$ cat src/rtl/instr_encoder_loader.sv
// -----------------------------------------------------------------------------
// instr_encoder_loader
//
// Purpose:
//   Takes one instruction-encode request at a time (R / LD / SD / BEQ / ADDI)
//   and turns it into a 32-bit RV64I instruction word. The word is then written
//   into an instruction memory at the next free word address. Illegal request
//   types set a sticky error flag and write nothing. Once DEPTH words have been
//   written the block parks in FULL until a clear or a reset.
//
//   Sequence per request:  IDLE --accept--> ENCODE --> WRITE --> IDLE/FULL
//   The imem_we strobe is high during the WRITE cycle, which is the second
//   cycle after the acceptance cycle.
//
// Optional feature (macro ENCODER_NOP_PAD_EN):
//   When defined, every BEQ write is followed by a NOP (0x00000013) at the next
//   address, written from an extra PAD state. The NOP is skipped if the BEQ
//   write filled the memory. The NOP counts toward count.
//   When undefined, the PAD state does not exist and no padding is written.
//
// Parameters:
//   DEPTH   number of writable instruction words (DEPTH <= 2**ADDR_W)
//   ADDR_W  instruction-memory word address width
//
// Ports:
//   clk          rising-edge clock
//   rst_n        asynchronous active-low reset
//   clear        synchronous restart: back to IDLE, count=0, err=0
//   req_valid    encode request present
//   req_ready    high only in IDLE; a request is taken on req_valid & req_ready
//   req_type     0=R, 1=LD, 2=SD, 3=BEQ, 4=ADDI, 5-7 illegal
//   req_funct    R-type {funct7[5], funct3}
//   req_rd       destination register index
//   req_rs1      source register 1 index
//   req_rs2      source register 2 index
//   req_imm      imm[11:0]; for BEQ it is the byte offset bits imm[12:1]
//   imem_we      one-cycle write strobe
//   imem_addr    word address of the write
//   imem_wdata   encoded instruction word
//   count        number of words written
//   full         count == DEPTH
//   err          sticky illegal-type flag
// -----------------------------------------------------------------------------
module instr_encoder_loader #(
  parameter int DEPTH  = 64,
  parameter int ADDR_W = 6
) (
  input  logic              clk,
  input  logic              rst_n,
  input  logic              clear,
  input  logic              req_valid,
  output logic              req_ready,
  input  logic [2:0]        req_type,
  input  logic [3:0]        req_funct,
  input  logic [4:0]        req_rd,
  input  logic [4:0]        req_rs1,
  input  logic [4:0]        req_rs2,
  input  logic [11:0]       req_imm,
  output logic              imem_we,
  output logic [ADDR_W-1:0] imem_addr,
  output logic [31:0]       imem_wdata,
  output logic [ADDR_W:0]   count,
  output logic              full,
  output logic              err
);

  // RV64I major opcodes
  localparam logic [6:0]  OP_REG    = 7'b0110011;
  localparam logic [6:0]  OP_LOAD   = 7'b0000011;
  localparam logic [6:0]  OP_STORE  = 7'b0100011;
  localparam logic [6:0]  OP_BRANCH = 7'b1100011;
  localparam logic [6:0]  OP_IMM    = 7'b0010011;
  localparam logic [2:0]  F3_DWORD  = 3'b011;
  localparam logic [2:0]  F3_ZERO   = 3'b000;
  localparam logic [31:0] NOP_WORD  = 32'h0000_0013;

  localparam logic [ADDR_W:0] DEPTH_C = (ADDR_W+1)'(DEPTH);

  typedef enum logic [2:0] {
    T_R    = 3'd0,
    T_LD   = 3'd1,
    T_SD   = 3'd2,
    T_BEQ  = 3'd3,
    T_ADDI = 3'd4
  } rtype_t;

  typedef enum logic [2:0] {
    S_IDLE,
    S_ENCODE,
    S_WRITE,
    S_FULL
`ifdef ENCODER_NOP_PAD_EN
    , S_PAD
`endif
  } state_t;

  typedef struct packed {
    logic [2:0]  rtype;
    logic [3:0]  funct;
    logic [4:0]  rd;
    logic [4:0]  rs1;
    logic [4:0]  rs2;
    logic [11:0] imm;
  } req_t;

  state_t          state;
  req_t            req_q;
  logic [31:0]     enc_word;
  logic            enc_legal;
  logic [ADDR_W:0] count_inc;

  assign count_inc = count + 1'b1;
  assign full      = (count == DEPTH_C);

  // Encoder works on the latched request so the request bus is free to
  // change as soon as the handshake completes.
  // NOTE: every output of a combinational block gets a default first, so no
  // path through the case can leave it unassigned and infer a latch.
  always_comb begin
    enc_word  = '0;
    enc_legal = 1'b1;
    case (rtype_t'(req_q.rtype))
      T_R:    enc_word = {1'b0, req_q.funct[3], 5'b00000, req_q.rs2, req_q.rs1,
                          req_q.funct[2:0], req_q.rd, OP_REG};
      T_LD:   enc_word = {req_q.imm, req_q.rs1, F3_DWORD, req_q.rd, OP_LOAD};
      T_SD:   enc_word = {req_q.imm[11:5], req_q.rs2, req_q.rs1, F3_DWORD,
                          req_q.imm[4:0], OP_STORE};
      // req_q.imm holds offset[12:1]: offset[12]=imm[11], offset[11]=imm[10],
      // offset[10:5]=imm[9:4], offset[4:1]=imm[3:0].
      T_BEQ:  enc_word = {req_q.imm[11], req_q.imm[9:4], req_q.rs2, req_q.rs1,
                          F3_ZERO, req_q.imm[3:0], req_q.imm[10], OP_BRANCH};
      T_ADDI: enc_word = {req_q.imm, req_q.rs1, F3_ZERO, req_q.rd, OP_IMM};
      default: enc_legal = 1'b0;
    endcase
  end

  // Single FSM process; all outputs are registered. req_ready is set on every
  // transition into IDLE so it is high exactly while the FSM sits in IDLE.
  // NOTE: state is updated with non-blocking assignments so every register
  // samples the pre-edge values, independent of statement order.
  always_ff @(posedge clk or negedge rst_n) begin
    if (!rst_n) begin
      // NOTE: the latched request and write data are reset too; they drive
      // outputs directly and must read as zero while reset is held.
      state      <= S_IDLE;
      req_q      <= '0;
      count      <= '0;
      err        <= 1'b0;
      req_ready  <= 1'b0;
      imem_we    <= 1'b0;
      imem_addr  <= '0;
      imem_wdata <= '0;
    end else if (clear) begin
      // A strobe already on the outputs finishes this cycle; count is zeroed
      // rather than incremented. Address/data stay as they were.
      state     <= S_IDLE;
      count     <= '0;
      err       <= 1'b0;
      req_ready <= 1'b1;
      imem_we   <= 1'b0;
    end else begin
      imem_we   <= 1'b0;
      req_ready <= 1'b0;
      case (state)
        S_IDLE: begin
          if (req_valid && req_ready) begin
            req_q <= '{rtype: req_type, funct: req_funct, rd: req_rd,
                       rs1: req_rs1, rs2: req_rs2, imm: req_imm};
            state <= S_ENCODE;
          end else begin
            req_ready <= 1'b1;
          end
        end

        S_ENCODE: begin
          if (enc_legal) begin
            imem_we    <= 1'b1;
            imem_addr  <= count[ADDR_W-1:0];
            imem_wdata <= enc_word;
            state      <= S_WRITE;
          end else begin
            err       <= 1'b1;
            req_ready <= 1'b1;
            state     <= S_IDLE;
          end
        end

        S_WRITE: begin
          count <= count_inc;
`ifdef ENCODER_NOP_PAD_EN
          if (req_q.rtype == T_BEQ && count_inc != DEPTH_C) begin
            imem_we    <= 1'b1;
            imem_addr  <= count_inc[ADDR_W-1:0];
            imem_wdata <= NOP_WORD;
            state      <= S_PAD;
          end else
`endif
          if (count_inc == DEPTH_C) begin
            state <= S_FULL;
          end else begin
            req_ready <= 1'b1;
            state     <= S_IDLE;
          end
        end

`ifdef ENCODER_NOP_PAD_EN
        S_PAD: begin
          count <= count_inc;
          if (count_inc == DEPTH_C) begin
            state <= S_FULL;
          end else begin
            req_ready <= 1'b1;
            state     <= S_IDLE;
          end
        end
`endif

        // Parked until clear or reset; req_ready stays low.
        S_FULL: state <= S_FULL;

        default: begin
          req_ready <= 1'b1;
          state     <= S_IDLE;
        end
      endcase
    end
  end

endmodule

$ cat config.mk
export PLATFORM = sky130hd
export DESIGN_NAME = instr_encoder_loader
export DESIGN_NICKNAME = d
export VERILOG_FILES = /design/src/rtl/instr_encoder_loader.sv
export SDC_FILE = /design/constraint.sdc
export NUM_CORES = 1
export LEC_CHECK = 0
export ABC_AREA = 1
export BUFFER_PORTS_ARGS = -buffer_cell sky130_fd_sc_hd__buf_4
export CORE_MARGIN = 8
export CORE_UTILIZATION = 42
export CTS_BUF_LIST = sky130_fd_sc_hd__clkbuf_4
export DETAILED_ROUTE_END_ITERATION = 10
export HOLD_SLACK_MARGIN = 0.12
export PLACE_DENSITY = 0.71
export SLEW_MARGIN = 20
export SYNTH_ARGS = -nofsm -noshare
export SYNTH_HDL_FRONTEND = slang
export SYNTH_SLANG_ARGS = --single-unit
$ cat constraint.sdc
create_clock -name clk -period 1.6 [get_ports clk]
set_input_delay 0.16 -clock clk [delete_from_list [all_inputs] [get_ports clk]]
set_output_delay 0.16 -clock clk [all_outputs]
set_load 0.005 [all_outputs]
# Word level (Yosys, flattened, before mapping)
# Index checks and enable logic that the tools add are counted.
# word_totals
ff_bits	85
latchBits	0
mem_bits_rw	0
rom_bits	0
in_bits	38
out_inout_bits	49
word_cells	55
n_memories	0
# classes
add_sub_neg	1
mul	0
n_div	0
magnitude_cmp	0
n_eq_ne	11
n_shift	0
muxes	20
bitwise	1
reduce_logical	9
# ops
cell	count
$pmux W32 S5	1
$eq A7 B7 Y1 const B	2
$mux W7	2
$eq A3 B2 Y1 const B	4
$pmux W3 S4	1
$mux W1	11
$add A7 B1 Y7 const B	1
$eq A3 B1 Y1 const B	2
$logic_not A3 Y1	2
$mux W3	2
$reduce_and A3 Y1	2
$reduce_or A5 Y1	1
$mux W2	2
$pmux W1 S4	1
$reduce_bool A2 Y1	2
$eq A3 B3 Y1 const B	1
$ne A3 B3 Y1 const B	1
$ne A2 B2 Y1 const B	1
$reduce_and A2 Y1	1
$logic_and A1 B1 Y1	1
$not A1 Y1	1

# Logic depth before layout (Yosys ltp)
# depth
ltp_word	6
ltp_mapped	10
depth_no_buf	10

# Least setup slack after synthesis
# No wires, ideal clock.
# synth_timing
kind	reg-to-reg
from	reg state[1]
to	reg req_q[26] (netlist name)
setup_ns	0.125
arrival_ns	1.221
required_ns	1.475
setup_slack_ns	0.254
stages_incl_launch_ff	5
n_path_buf	1
period_less_slack_ns	1.346
cell_sequence	dfrtp_1 nor2_2 nand4_4 buf_2 mux2_4
# synth_via
elab_chain_cells	2
# synth_rtl
item	line	rtl
start, declared	106	state_t state;
start signal, assigned	145	state <= S_IDLE;
start signal, assigned	156	state <= S_IDLE;
start signal, assigned	169	state <= S_ENCODE;
$logic_not A3 Y1	164	case (state)
$reduce_and A3 Y1 (no line)	--	
end signal, assigned	167	req_q <= '{rtype: req_type, funct: req_funct, rd: req_rd,
end, declared	107	req_t req_q;
# No other way between the ends.
# A chain may end at the register's enable or synchronous reset.

# Worst setup path after layout
# layout_timing
from	reg count[1]
to	out full
# layout_via
elab_chain_cells	1
# layout_rtl
item	line	rtl
start, declared	62	output logic [ADDR_W:0] count,
start signal, assigned	189	count <= count_inc;
$eq A7 B7 Y1	113	assign full = (count == DEPTH_C);
end, declared	63	output logic full,
# No other way between the ends.

==> flow_summary.ini <==
[floorplan]
die-area_mm2 = 0.01172
die-height_um = 108.3
rows = 33
core_area_mm2 = 0.008217
pin_count = 87
chipWidth_um = 108.3
start_util_pct = 43.52

[yosys]
syn_area_mm2 = 0.003576
synth.most_common_cell = nand2_1
synthArstFlopShare_pct = 100.0
netlist_top_cells_count = nand2_1, dfrtp_1, nand3_1
synth_top_cell_area_share_pct = 56.68
synthTopCellsByArea = dfrtp_1, mux2_4, nand2_1
ys.flop_type = dfrtp_1
postSynthAreaPerCell_um2 = 10.34
synth_enable_flop_cells = 0
synth.distinct_cells = 36
ys_ff_latch = 81
synth_cells = 346
ys_seq_area_share_pct = 56.68
synth_warnings = 0
post-synth-top-area-cell = dfrtp_1

[cts]
cts-root-buf = clkbuf_4
clk_latency_ns = 0.43
clock_path_buffers = 2
cts.sinks = 81
cts_buffers = 9
h-tree-depth = 3
cts_tree = done
cts.reportedPaths.clkPinSlew_ns = 0.13

[power]
peakVddDrop_v = 0.0007750
p_switching_mw = 2.400
p_int_mw = 5.033
switching_share_pct = 32.29
p_per_area_mw_per_mm2 = 1504
p_total_mw = 7.433
p_leak_nw = 2.469
p_seq_share_pct = 45.3
clockPowerShare_pct = 20.1
comb_power_share_pct = 34.6

[global_route]
grt_pass1_vias = 2980
gr-max-usage-layer = met2
antenna_found_initial = 0
gr-usage-met1_pct = 20.60
use_met3_pct = 3.867
grtUsageTotal_pct = 16.13
grt_pass1_wl_um = 15030
use_met2_pct = 25.72
overflow = 0
grt_max_degree = 82

[sta]
fmax_ghz = 0.6240
fin_ws_ns = -0.002485
post-route-min-period_ns = 1.602
holdWs_ns = 0.2705
finalSetupViolations = 1
finalMaxSlewViolations = 0
rsz0062_at_grt = true
hold_viol = 0
fin_skew_ns = 0.01230
fin_crit_sh_pct = 100.2
tns_ns = -0.002485

[placed_design]
hpwl_um = 6085
dpl_cell_area_mm2 = 0.004319
pre_cts_slack_ns = 0.1191
post-place-cells = 529
place_congestion = 0.8170
portBuffers = 84

[cells_and_area]
fin_nets = 516
final_area_mm2 = 0.004942
n_fill_cell = 697
drive_gt1_share_pct = 33.47
instances_no_fill = 586
area_growth_pct = 38.21
diodes = 0
post-route-util_pct = 60.15

[critical_path]
crit_arrival_ns = 1.44
crit_path_start_kind = flip-flop
worstPathCellList = inv_2 -> ha_4 -> nand4_1 -> nor3_2 -> buf_4
crit_fanout = 2
cp_slowest_stage_delay_ns = 0.42
r2r_slack_ns = 0.10
slowest_stage = dfrtp_1
critical_path_class = flip-flop to output port
rr_startpoint = req_q[32]
reg2reg_depth = 7
crit_required_ns = 1.44
end_kind = output port
rr_endpoint = imem_wdata[8]

[route]
wl_per_cell_um = 15.39
firstDrtPassIters = 6
vias_per_cell = 4.937
ant_nets = 0
remaining_drc_errors = 0
routed_wl_um = 9018
dr.first_iter.drc_count = 159
vias = 2893

[run_status]
violations = setup timing
outcome = complete, but fails checks

[min_path]
hp-class = input pin to asynchronous set/reset pin

[flow_run]
max_cap_violations = 0
==> cell type report <==
cell class	count	area (µm²)	area share, %
Sequential cell	81	2028	41.04
Multi-Input combinational cell	225	1391	28.15
Timing Repair Buffer	132	1109	22.43
Tap cell	105	131.4	2.658
Clock inverter	6	106.4	2.152
Inverter	27	101.3	2.051
Clock buffer	10	75.07	1.519
==> cells in the final DEF (no fill, tap or decap), types with 10 or more instances in the layout <==
cell type | Yosys | final
a21oi_1 | 13 | 13
buf_4 | 7 | 93
inv_1 | 20 | 18
nand2_1 | 86 | 85
mux2_4 | 22 | 22
nand3_1 | 24 | 23
clkbuf_4 | 0 | 10
dfrtp_1 | 81 | 80
nor2_1 | 20 | 19
dlygate4sd3_1 | 0 | 37
==> registers in the layout, indices dropped and copies added, names as in the netlist <==
name / flops
count: 7
err: 1
imem_addr: 6
imem_wdata: 29
imem_we: 1
req_q: 34
req_ready: 1
state: 2
==> kinds of logic (layout without fill, tap and decap cells) <==
logic type	Yosys count	count (layout)	synth area share [%]
simple gates	143	143	17.42
flops	81	81	56.68
compound gates	52	52	9.027
buf+inv	41	175	5.633
mux	25	25	10.18
fa+ha+maj	2	2	0.6997
other cells	1	2	0.1049
xor+xnor	1	1	0.2450
==> layer usage <==
metal  vias up  routed length [µm]  part of all wire, %
li1       1410                   -                    -
met4         0                 115                  1.3
met1      1381                3949                   44
met3         9                 587                  6.5
met2        93                4366                   48
met5         -                   0                    0
==> worst max-delay path by stage <==
| stage | depth (start not counted) | endpoint | from |
|---|---|---|---|
| global route | 5 | full | count[1] |
| CTS | 5 | full | count[1] |
| global placement | 9 | state[0] | count[1] |
| finish | 5 | full | count[1] |
| detailed placement | 7 | imem_wdata[8] | req_q[32] |
| floorplan | 4 | req_q[26] | state[1] |
==> repair_timing <==
action / in CTS / in global routing
setup buffers: 4 / 0
endpoints found under the setup margin: 1 / 4
hold buffers: 37 / 0
hold endpoints to repair: 126 / 0
gates resized for setup: 4 / 7
pin swaps: 3 / 4
==> power groups by stage <==
stage / clock network, mW / registers [mW] / logic [mW]
6_report: 1.49 / 3.36 / 2.57
5_1_grt: 1.62 / 3.46 / 2.85
4_1_cts: 1.53 / 3.36 / 2.60
2_1_floorplan: 0 / 3.29 / 1.48
3_3_place_gp: 0 / 3.39 / 2.43
3_5_place_dp: 0 / 3.39 / 2.50
==> critical path, delay by kind of cell, from the launching register on <==
kind / cells / cell delay [ns]
and+or+nand+nor: 2 / 0.24
buffers and inverters: 2 / 0.23
adders and majority gates: 1 / 0.13
DFF: 1 / 0.42
Note: power is estimated with default switching activity, not from simulation.
